## config.mk

```make
export PLATFORM = sky130hd
export DESIGN_NAME = fifo_drain
export DESIGN_NICKNAME = d
export VERILOG_FILES = /design/src/rtl/fifo_drain.sv
export SDC_FILE = /design/constraint.sdc
export NUM_CORES = 1
export LEC_CHECK = 0
export CORE_MARGIN = 5
export CORE_UTILIZATION = 48
export DETAILED_ROUTE_END_ITERATION = 10
export PLACE_DENSITY = 0.85
export SYNTH_ARGS = -nofsm -noshare
export SYNTH_HDL_FRONTEND = slang
export SYNTH_SLANG_ARGS = --single-unit
export TNS_END_PERCENT = 100
```

## constraint.sdc

```tcl
create_clock -name clk -period 5.9 [get_ports clk]
set_input_delay 0.885 -clock clk [delete_from_list [all_inputs] [get_ports clk]]
set_output_delay 0.885 -clock clk [all_outputs]
set_load 0.02 [all_outputs]
```

## src/rtl/fifo_drain.sv

```systemverilog
// fifo_drain: read-side controller for a flag-less circular fifo.
// Tracks occupancy from the mirrored write strobe and drains words into a valid/ready stage with frame markers.
module fifo_drain #(
  parameter int DATA_WIDTH = 25,
  parameter int DEPTH      = 256,
  parameter int FRAME_LEN  = 16,
  localparam int CW        = $clog2(DEPTH + 1)
) (
  input  logic                  clk,
  input  logic                  rst,
  input  logic                  wr_strobe,
  input  logic [DATA_WIDTH-1:0] fifo_do,
  output logic                  fifo_rden,
  output logic [DATA_WIDTH-1:0] m_data,
  output logic                  m_valid,
  input  logic                  m_ready,
  output logic                  m_last,
  output logic [CW-1:0]         count,
  output logic                  empty,
  output logic                  full,
  output logic                  overflow
);

  localparam int BW = (FRAME_LEN > 1) ? $clog2(FRAME_LEN) : 1;
  localparam logic [CW-1:0] DEPTH_C   = CW'(DEPTH);
  localparam logic [BW-1:0] LAST_BEAT = BW'(FRAME_LEN - 1);

  logic [CW-1:0]         count_q, count_d;
  logic [DATA_WIDTH-1:0] mData_q, mData_d;
  logic                  mValid_q, mValid_d;
  logic                  mLast_q, mLast_d;
  logic [BW-1:0]         beat_q, beat_d;
  logic                  overflow_q, overflow_d;
  logic                  isEmpty, isFull;

  assign isEmpty = (count_q == '0);
  assign isFull  = (count_q == DEPTH_C);

  // Pop whenever a word is queued and the output stage is free or being drained this cycle.
  assign fifo_rden = !isEmpty && (!mValid_q || m_ready);

  always_comb begin
    count_d    = count_q;
    mData_d    = mData_q;
    mValid_d   = mValid_q;
    mLast_d    = mLast_q;
    beat_d     = beat_q;
    overflow_d = overflow_q;

    unique case ({wr_strobe, fifo_rden})
      2'b10: begin
        if (!isFull) begin
          count_d = count_q + CW'(1);
        end
      end
      2'b01:   count_d = count_q - CW'(1);
      default: count_d = count_q;
    endcase

    // A write into a full fifo with no pop has overwritten an unread word.
    if (wr_strobe && isFull && !fifo_rden) begin
      overflow_d = 1'b1;
    end

    if (fifo_rden) begin
      mData_d  = fifo_do;
      mValid_d = 1'b1;
      mLast_d  = (beat_q == LAST_BEAT);
      beat_d   = (beat_q == LAST_BEAT) ? '0 : beat_q + BW'(1);
    end else if (mValid_q && m_ready) begin
      mValid_d = 1'b0;
    end
  end

  always_ff @(posedge clk or negedge rst) begin
    if (!rst) begin
      count_q    <= '0;
      mData_q    <= '0;
      mValid_q   <= 1'b0;
      mLast_q    <= 1'b0;
      beat_q     <= '0;
      overflow_q <= 1'b0;
    end else begin
      count_q    <= count_d;
      mData_q    <= mData_d;
      mValid_q   <= mValid_d;
      mLast_q    <= mLast_d;
      beat_q     <= beat_d;
      overflow_q <= overflow_d;
    end
  end

  assign m_data   = mData_q;
  assign m_valid  = mValid_q;
  assign m_last   = mLast_q;
  assign count    = count_q;
  assign empty    = isEmpty;
  assign full     = isFull;
  assign overflow = overflow_q;

endmodule

```

* Word level (Yosys, flattened, before mapping)
Index checks and enable logic that the tools add are counted.
Storage, ports and cells: output and inout bits 40, flip-flop bits (word level) 41, logic and storage cells 31, input bits 29
Operators by class: reduce and logical (&&, ||, !) cells 12, muxes and demuxes 5, equal/unequal tests 5, $add $sub $neg 3
Operators with widths (count):
- one-hot mux 9 bit (2 select lines) | 1
- adder 9 x 1 -> 9 bit, second input constant | 1
- == test 9 bit, second input constant | 1
- logical NOT 9 bit | 1
- 2-to-1 mux 9 bit | 1
- subtractor 9 x 1 -> 9 bit, second input constant | 1
- adder 4 x 1 -> 4 bit, second input constant | 1
- == test 4 bit, second input constant | 1
- logical AND 1 bit | 4
- 2-to-1 mux 4 bit | 1
- nonzero test 2 bit | 2
- logical NOT 1 bit | 3
- == test 2 x 1 -> 1 bit, second input constant | 1
- == test 2 bit, second input constant | 1
- 2-to-1 mux 1 bit | 2
- inequality test 2 bit, second input constant | 1
- AND reduction 2 bit | 1
- logical OR 1 bit | 1

* Depth between registers and ports, before layout
Gate-level depths: netlist of the first run.
depth in word-level cells 6, gate-level depth with buffers 9, depth with buffers taken out 9

* Worst setup path after synthesis of the first run
No wires, ideal clock.
kind input to register, from in m_ready, to reg count_q[6] (netlist: count[6]), required time 5775 ps, stages on the path 9, slack 2987 ps, buffers on the path 0, data arrival time 2788 ps, library setup time 125 ps, cells stage by stage nand2b_1 > nand2_1 > nor2_1 > ha_1 > a21oi_1 > nand2_1 > a31oi_1 > xnor2_1 > mux2_2
Between the ends: longest elaborated chain between the ends 5
RTL lines:
- start, declared | RTL line 16 | input logic m_ready,
- logical OR 1 bit * | RTL line 40 | assign fifo_rden = !isEmpty && (!mValid_q || m_ready);
- logical AND 1 bit * | RTL line 40
- == test 2 bit or == test 2 x 1 -> 1 bit (tied branches) | RTL line 50 | unique case ({wr_strobe, fifo_rden})
- inequality test 2 bit (no line) or nonzero test 2 bit (tied branches)
- AND reduction 2 bit (no line)
- end signal, assigned | RTL line 84 | count_q <= count_d;
- end, declared | RTL line 28 | logic [CW-1:0] count_q, count_d;
Mark *: on every way between the ends. The rest lies on a longest branch, timed or not. A chain may end at the register's enable or synchronous reset.

* Worst setup path in the final report of the first run
from in m_ready, to out fifo_rden
Between the ends: longest elaborated chain between the ends 2
RTL lines:
- logical OR 1 bit | RTL line 40
- logical AND 1 bit | RTL line 40
- end, declared | RTL line 13 | output logic fifo_rden,
No other way between the ends.

==> results_dict.tcl, run 1 <==
set metrics [dict create \
    status "completed" \
    min_path_type "flip-flop to flip-flop" \
    grt_max_degree 42 \
    max-vdd-ir-drop_uv 177 \
    slew_headroom 0.406 \
    post-dp-hpwl_mm 3.20 \
    final_hold_viol_count 0 \
    antenna_found_initial 0 \
    nets 314 \
    tightest_slew_ns 0.891 \
    slowest_stage "clkdlybuf4s50_1" \
    hp-start "m_data[12]" \
    ant_nets 0 \
    die_w_um 73.7 \
    ys_ff_latch 41 \
    worst_skew_pair.late_latency_ns 0.29 \
    post_cts_resized 0 \
    whs_ns 0.474 \
    path_delay_family "buffers and inverters" \
    wl_met3_um 415 \
    max_stage_delay_ns 0.67 \
    instances_no_fill 326 \
    cellLeakagePower_nw 1.31 \
    synth_fp_nets 243 \
    via_per_inst 5.10 \
    clockBufferDepth 2 \
    drc_errors 0 \
    reg2reg_setup_slack_ns 2.97 \
    cap_viol_max_count 0 \
    p_total_mw 1.07 \
    r2r-end "count[5]" \
    dr_wl_met2_mm 2.04 \
    initial_core_util 0.491 \
    gp_congestion 0.994 \
    grt_pass1_vias 1761 \
    grt_pass1_wl_mm 7.41 \
    mostFrequentLayoutCells "nand2_1 (87), clkdlybuf4s50_1 (67), dfrtp_1 (41), ha_1 (8)" \
    cp.required_ns 5.02 \
    crit_fanout 29 \
    rsz0062_at_grt "no" \
    num_rows 23 \
    die_area_um2 5440 \
    fp.dieH_um 73.7 \
    portBuffers 68 \
    grt-ovfl-total 0 \
    min_period_ns 3.53 \
    n_antenna_cell 0 \
    wire_per_inst_um 13.4 \
    cp_num_cells 6 \
    ctsHoldBuffers 0 \
    power-per-cell-area_nw_per_um2 386 \
    seq_area_frac_synth 0.526 \
    min_period_over_period 0.599 \
    dp_cells 319 \
    drive_above_1_share 0.0761 \
    top_layer "met4" \
    finalSetupTns_ns 0 \
    synthesis.area_um2 1950 \
    numCtsBuffers 5 \
    syn_avg_cell_area_um2 9.52 \
    crit_path_start "m_ready" \
    critical_path.endpoint "fifo_rden" \
    final_common_cell "nand2_1" \
    core_area_um2 3970 \
    start_kind "input pin" \
    dp_slack_ns 2.19 \
    cpMostUsedCell "clkdlybuf4s50_1" \
    path_class "input pin to primary output" \
    reg2reg_from "count[0]" \
    post_cts_buffers 0 \
    max_clock_freq_mhz 283 \
    critical_path_buf_inv_count 4 \
    cts_tree "done" \
    pin_count 69 \
    critPathCaptureType "primary output" \
    cts_root_buffer "clkbuf_8" \
    clk_pin_slew_ns 0.07 \
    slew_viol_final 0 \
    path_cells "clkdlybuf4s50_1 -> nand2b_1 -> o21ai_2 -> inv_1 -> buf_4 -> clkdlybuf4s50_1" \
    drt-total-wl_mm 4.37 \
    arrival_ns 2.65 \
    first_pass_iters 4 \
    postSynthCellCount 205 \
    vias 1661 \
    worst_slack_ns 2.37 \
    wl_met1_mm 1.87 \
    grtUsageTotal 0.175 \
    yosys_warnings 0 \
    first_iter_violations 61 \
    cts_max_level 2 \
    ys_types 31 \
    area_growth_pct 41.6 \
    finalClockSkew_ns 0.00972 \
    worst_r2r_path_depth 9 \
    setup_viol 0 \
    cts_sinks 41 \
]
[layer usage]
| layer | vias to the layer above | global-route usage |
|---|---|---|
| met5 | - | 0 |
| met4 | 0 | 0.0604 |
| met3 | 8 | 0.0780 |
| met2 | 51 | 0.289 |
| met1 | 782 | 0.201 |
| li1 | 820 | - |
[tightest hold or removal path, stage by stage, from the launching register on]
cell and delay (ns):
dfrtp_1 0.34, nand2_1 0.05, nand2_1 0.05
[Yosys cell counts, drive strengths merged]
cell | instances | area (um2)
nand4 | 3 | 18.8
mux2 | 7 | 78.8
o31ai | 1 | 7.51
nor3b | 1 | 7.51
nand3b | 1 | 7.51
xor2 | 3 | 26.3
a21oi | 7 | 35.0
o22ai | 1 | 6.26
nand2 | 87 | 327
a21o | 3 | 22.5
buf | 5 | 25.0
and2 | 1 | 7.51
a31oi | 4 | 40.0
o21ai | 3 | 18.8
a31o | 1 | 8.76
dfrtp | 41 | 1030
nor2 | 3 | 11.3
inv | 4 | 15.0
fa | 1 | 20.0
nand2b | 1 | 6.26
clkbuf | 1 | 3.75
nor2b | 1 | 6.26
and3b | 2 | 18.8
nand3 | 6 | 30.0
mux2i | 2 | 20.0
ha | 8 | 100
nor4 | 2 | 12.5
xnor2 | 5 | 43.8
[area by class of cell]
class / instances / area, um2
Clock buffer: 7 / 86.3
Fill cell: 306 / 1210
Inverter: 4 / 15.0
Multi-Input combinational cell: 154 / 881
Sequential cell: 41 / 1030
Tap cell: 50 / 62.6
Timing Repair Buffer: 70 / 691
[sequential cells by signal, summed over array words and instances, names as in the netlist]
name	cells
m_data	25
count	9
beat_q	4
m_last	1
m_valid	1
overflow	1
[worst min-delay path by stage]
stage	to	slack, ns	depth (start not counted)
final	m_data[12]	0.47	2
after global routing	m_data[11]	0.49	2
after CTS	m_data[12]	0.48	2
after detailed placement	m_data[20]	0.46	2
after global placement	m_data[8]	0.46	2
after floorplan	beat_q[3]	0.46	1
[power by group]
| part | internal, mW | switching, mW |
|---|---|---|
| logic | 0.233 | 0.230 |
| registers | 0.349 | 0.0690 |
| clock network | 0.0929 | 0.0917 |
| total | 0.675 | 0.391 |
[per-stage QoR]
step           instance area, um2  utilization
2_1_floorplan                1950            -
3_3_place_gp                 2680        0.674
3_5_place_dp                 2680        0.674
4_1_cts                      2760        0.695
5_1_grt                      2760        0.695
6_report                     2760        0.695
[kinds of logic after synthesis]
logic type	count (synthesis)	share of synthesized area
AO/OA/AOI/OAI	20	0.0712
XOR/XNOR	8	0.0359
adder cells (fa/ha/maj)	9	0.0616
buffers and inverters	10	0.0224
flip-flops	41	0.526
multiplexers	9	0.0507
AND/OR/NAND/NOR	108	0.232
Note: power is estimated with default switching activity, not from simulation.
==> run 2: changes to the inputs <==
--- a/config.mk
+++ b/config.mk
@@ -6,9 +6,9 @@
 export NUM_CORES = 1
 export LEC_CHECK = 0
 export CORE_MARGIN = 5
-export CORE_UTILIZATION = 48
+export CORE_UTILIZATION = 40
 export DETAILED_ROUTE_END_ITERATION = 10
-export PLACE_DENSITY = 0.85
+export PLACE_DENSITY = 0.75
 export SYNTH_ARGS = -nofsm -noshare
 export SYNTH_HDL_FRONTEND = slang
 export SYNTH_SLANG_ARGS = --single-unit
==> constraint.sdc (replaced) <==
create_clock -name clk -period 2.9 [get_ports clk]
set_input_delay 0.435 -clock clk [delete_from_list [all_inputs] [get_ports clk]]
set_output_delay 0.435 -clock clk [all_outputs]
set_load 0.02 [all_outputs]
==> run 2 against run 1 <==
Register-to-register slack got worse by 2.7 ns; setup slack worse by 2.1 ns; critical path depth up 3; critical path type is now flip-flop to flip-flop; highest routed layer unchanged.
==> results_dict.tcl, run 2 (synthesized netlist as in run 1, its figures left out) <==
set metrics [dict create \
    path_class "flip-flop to flip-flop" \
    cts_tree "done" \
    die_w_um 79.8 \
    p_sw_mw 0.831 \
    cp.required_ns 3.08 \
    clockBufferDepth 2 \
    vias 1682 \
    clk_pin_slew_ns 0.09 \
    rsz0062_at_grt "no" \
    min_period_ns 2.68 \
    final_hold_viol_count 0 \
    setup_viol 0 \
    grtUsageTotal 0.159 \
    internal_power_mw 1.45 \
    cts_max_level 2 \
    worst_slack_ns 0.225 \
    finalClockSkew_ns 0.00958 \
    arrival_ns 2.86 \
    postLayoutCellArea_um2 2840 \
    whs_ns 0.274 \
    status "completed" \
    grt_pass1_wl_mm 7.98 \
    slew_viol_final 0 \
    n_antenna_cell 0 \
    fillers 407 \
    cts_root_buffer "clkbuf_8" \
    cts_sinks 41 \
    area_growth_pct 45.7 \
    ctsHoldBuffers 0 \
    cap_viol_max_count 0 \
    power.share.clock 0.205 \
    final_common_cell "nand2_1" \
    max_clock_freq_mhz 374 \
    tightest_slew_ns 0.925 \
    ant_nets 0 \
    drc_errors 0 \
    post_cts_buffers 0 \
    sw_frac_of_total 0.363 \
    first_iter_violations 48 \
    drive_above_1_share 0.100 \
    cellLeakagePower_nw 1.34 \
    first_pass_iters 4 \
    die_area_um2 6370 \
    final_util 0.602 \
    largest_reg_flops 25 \
    max-vdd-ir-drop_uv 357 \
    grt-ovfl-total 0 \
    mostFrequentLayoutCells "nand2_1 (87), clkdlybuf4s50_1 (67), dfrtp_1 (41), ha_1 (8)" \
    fp.dieH_um 79.8 \
    drt-total-wl_mm 4.64 \
    crit_fanout 9 \
    numCtsBuffers 5 \
    antenna_found_initial 0 \
    initial_core_util 0.413 \
    wire_per_inst_um 13.4 \
    min_path_type "input pin to async pin" \
    nets 317 \
    place_area_um2 2720 \
    worst_skew_pair.late_latency_ns 0.29 \
    start_kind "flip-flop" \
    via_per_inst 4.85 \
    grt_max_degree 42 \
    p_seq_frac 0.370 \
    pin_count 69 \
    portBuffers 68 \
    num_rows 25 \
    critPathCaptureType "flip-flop" \
    post-dp-hpwl_mm 3.30 \
    grt_pass1_vias 1723 \
    slew_headroom 0.383 \
    core_area_um2 4720 \
    dp_slack_ns -0.169 \
    power-per-cell-area_nw_per_um2 804 \
    gp_congestion 0.860 \
    min_period_over_period 0.922 \
    power_frac_comb 0.425 \
]
-- run 2: through the flow --
step,cells,setup TNS (ns),total power [mW]
3_3_place_gp,339,-0.488,1.80
4_1_cts,347,0,2.30
3_5_place_dp,339,-0.638,1.82
6_report,347,0,2.29
2_1_floorplan,205,0,1.42
5_1_grt,347,0,2.44
-- run 2: critical path, stage by stage (launching register included) --
cell	delay (ns)
dfrtp_1	0.43
nor4_1	0.42
and3b_2	0.30
nor2_2	0.11
ha_1	0.42
nand4_1	0.14
a21oi_1	0.17
and3b_1	0.21
xnor2_1	0.11
mux2_2	0.25
-- run 2: what timing repair did --
action / CTS / global route
hold endpoints to repair: 0 / 0
resized for setup: 0 / 2
setup endpoints to repair: 0 / 4
-- run 2: path summary, 6_finish.rpt --
path | start | endpoint | slack, ns | depth (start not counted)
setup reg to reg | count[6] | count[7] | 0.22 | 9
hold / removal | rst | m_data[10] | 0.27 | 1
max in group asynchronous | rst | count[0] | 2.05 | 1
min in group clk | m_data[20] | m_data[20] | 0.48 | 2
hold reg to reg | m_data[20] | m_data[20] | 0.48 | 2
setup / recovery | count[6] | count[7] | 0.22 | 9
-- run 2: layout make-up --
cell class | instances | area, um2 | area share
Clock inverter | 3 | 46.3 | 0.0163
Clock buffer | 5 | 68.8 | 0.0242
Multi-Input combinational cell | 154 | 890 | 0.313
Timing Repair Buffer | 73 | 713 | 0.251
Tap cell | 67 | 83.8 | 0.0295
Sequential cell | 41 | 1030 | 0.361
Inverter | 4 | 15.0 | 0.00528
-- run 2: routing by layer --
metal | track usage | vias up | wire (um)
li1 | - | 826 | -
met1 | 0.186 | 791 | 1870
met2 | 0.250 | 59 | 2160
met3 | 0.0903 | 6 | 563
met4 | 0.0456 | 0 | 51
met5 | 0 | - | 0
-- run 2: power groups by stage --
stage,combinational [mW],clock [mW],sequential (mW)
global route,1.06,0.514,0.870
detailed placement,0.967,0,0.852
finish,0.971,0.469,0.845
CTS,0.976,0.486,0.843
global placement,0.954,0,0.849
floorplan,0.450,0,0.968
==> run 3: changes to the inputs <==
--- a/config.mk
+++ b/config.mk
@@ -5,9 +5,11 @@
 export SDC_FILE = /design/constraint.sdc
 export NUM_CORES = 1
 export LEC_CHECK = 0
+export ABC_CLOCK_PERIOD_IN_PS = 2900
 export CORE_MARGIN = 5
 export CORE_UTILIZATION = 40
 export DETAILED_ROUTE_END_ITERATION = 10
+export MAX_ROUTING_LAYER = met4
 export PLACE_DENSITY = 0.75
 export SYNTH_ARGS = -nofsm -noshare
 export SYNTH_HDL_FRONTEND = slang
==> run 3 against run 2 <==
Die area unchanged; global-route usage rose by 0.45 points; critical endpoint unchanged; fmax about the same; via count increased by 0.59%; hold slack worse by 0.00095 ns.
==> results_dict.tcl, run 3 (synthesized netlist as in run 1, its figures left out) <==
set metrics [dict create \
    cts_tree "done" \
    max_clock_freq_mhz 374 \
    mostFrequentLayoutCells "nand2_1 (87), clkdlybuf4s50_1 (67), dfrtp_1 (41), ha_1 (8)" \
    area_growth_pct 45.7 \
    die_w_um 79.8 \
    tightest_slew_ns 0.925 \
    critical_path_buf_inv_count 0 \
    place_area_um2 2720 \
    slew_viol_final 0 \
    vias 1692 \
    clk_pin_slew_ns 0.09 \
    status "completed" \
    dp_cells 339 \
    final_util 0.602 \
    final_common_cell "nand2_1" \
    crit_fanout 9 \
    cts_sinks 41 \
    grt-ovfl-total 0 \
    critPathCaptureType "flip-flop" \
    rsz0062_at_grt "no" \
    antenna_found_initial 0 \
    finalClockSkew_ns 0.00983 \
    max-vdd-ir-drop_uv 357 \
    post_cts_buffers 0 \
    power-per-cell-area_nw_per_um2 804 \
    nets 317 \
    drc_errors 0 \
    num_rows 25 \
    reg2reg_setup_slack_ns 0.23 \
    grt_pass1_wl_mm 7.97 \
    dp_slack_ns -0.169 \
    largest_reg_flops 25 \
    drive_above_1_share 0.100 \
    ant_nets 0 \
    power.share.clock 0.205 \
    internal_power_mw 1.45 \
    cellLeakagePower_nw 1.34 \
    cts_root_buffer "clkbuf_8" \
    min_period_ns 2.67 \
    path_delay_family "simple AND/OR/NAND/NOR gates" \
    cap_viol_max_count 0 \
    via_per_inst 4.88 \
    power_frac_comb 0.425 \
    grtUsageTotal 0.164 \
    numCtsBuffers 5 \
    reg2reg_from "count[6]" \
    worst_slack_ns 0.226 \
    cts_max_level 2 \
    clockBufferDepth 2 \
    p_seq_frac 0.370 \
    worst_r2r_path_depth 9 \
    min_path_type "input pin to async pin" \
    min_period_over_period 0.922 \
    finalSetupTns_ns 0 \
    cp.required_ns 3.08 \
    p_sw_mw 0.830 \
    gp_congestion 0.874 \
    first_iter_violations 75 \
    slew_headroom 0.383 \
    drt-total-wl_mm 4.64 \
    grt_max_degree 42 \
    start_kind "flip-flop" \
    post-dp-hpwl_mm 3.30 \
    final_hold_viol_count 0 \
    setup_viol 0 \
    fp.dieH_um 79.8 \
    whs_ns 0.273 \
    initial_core_util 0.413 \
    path_class "flip-flop to flip-flop" \
    wire_per_inst_um 13.4 \
    n_antenna_cell 0 \
    worst_skew_pair.late_latency_ns 0.29 \
    sw_frac_of_total 0.363 \
    path_cells "nor4_1 -> and3b_2 -> nor2_2 -> ha_1 -> nand4_1 -> a21oi_1 -> and3b_1 -> xnor2_1 -> mux2_2" \
    instances_no_fill 347 \
    first_pass_iters 4 \
    arrival_ns 2.86 \
    max_stage_delay_ns 0.43 \
    core_area_um2 4720 \
    postLayoutCellArea_um2 2840 \
    slowest_stage "dfrtp_1" \
    grt_pass1_vias 1723 \
    portBuffers 68 \
    p_total_mw 2.28 \
    r2r-end "count[7]" \
    die_area_um2 6370 \
    pin_count 69 \
]
## run 3: how the worst max path moves through the flow
stage	from	end	slack (ns)	cells after the start
final	count[6]	count[7]	0.23	9
after detailed placement	m_ready	count[8]	-0.17	10
after global placement	m_ready	count[6]	-0.14	10
after floorplan	count[0]	count[6]	0.22	9
after global routing	count[6]	count[8]	0.09	9
after CTS	count[2]	count[7]	0.03	9
## run 3: power groups by stage
stage / sequential, mW / clock [mW] / combinational, mW
6_report: 0.845 / 0.469 / 0.971
5_1_grt: 0.870 / 0.516 / 1.05
4_1_cts: 0.843 / 0.486 / 0.976
3_5_place_dp: 0.852 / 0 / 0.967
3_3_place_gp: 0.849 / 0 / 0.954
2_1_floorplan: 0.968 / 0 / 0.450
## run 3: worst register-to-register path: cells and delay by family (launching register included)
family | cells | cell delay, ns
DFF | 1 | 0.43
and+or+nand+nor | 5 | 1.19
xor gates and xnor gates | 1 | 0.11
adders and majority gates | 1 | 0.42
muxes | 1 | 0.25
AOI/OAI and AO/OA | 1 | 0.17
## run 3: area by class of cell
cell class	count	area [um2]
repair buffers	73	713
multi-input cells	154	890
clock inverters	3	46.3
clock buffers	5	68.8
well taps	67	83.8
fillers	407	1880
flip-flops and latches	41	1030
inverters	4	15.0
## run 3: timing repair
item | in CTS | in global routing
hold buffers | 0 | 0
setup endpoints to repair | 0 | 4
resized for setup | 0 | 2
## run 3: metal layers
layer / GRT usage / up-vias / routed length (um)
met2: 0.250 / 61 / 2150
met5: - / - / 0
met3: 0.0756 / 6 / 472
met1: 0.196 / 800 / 1970
li1: - / 825 / -
met4: 0.0456 / 0 / 48
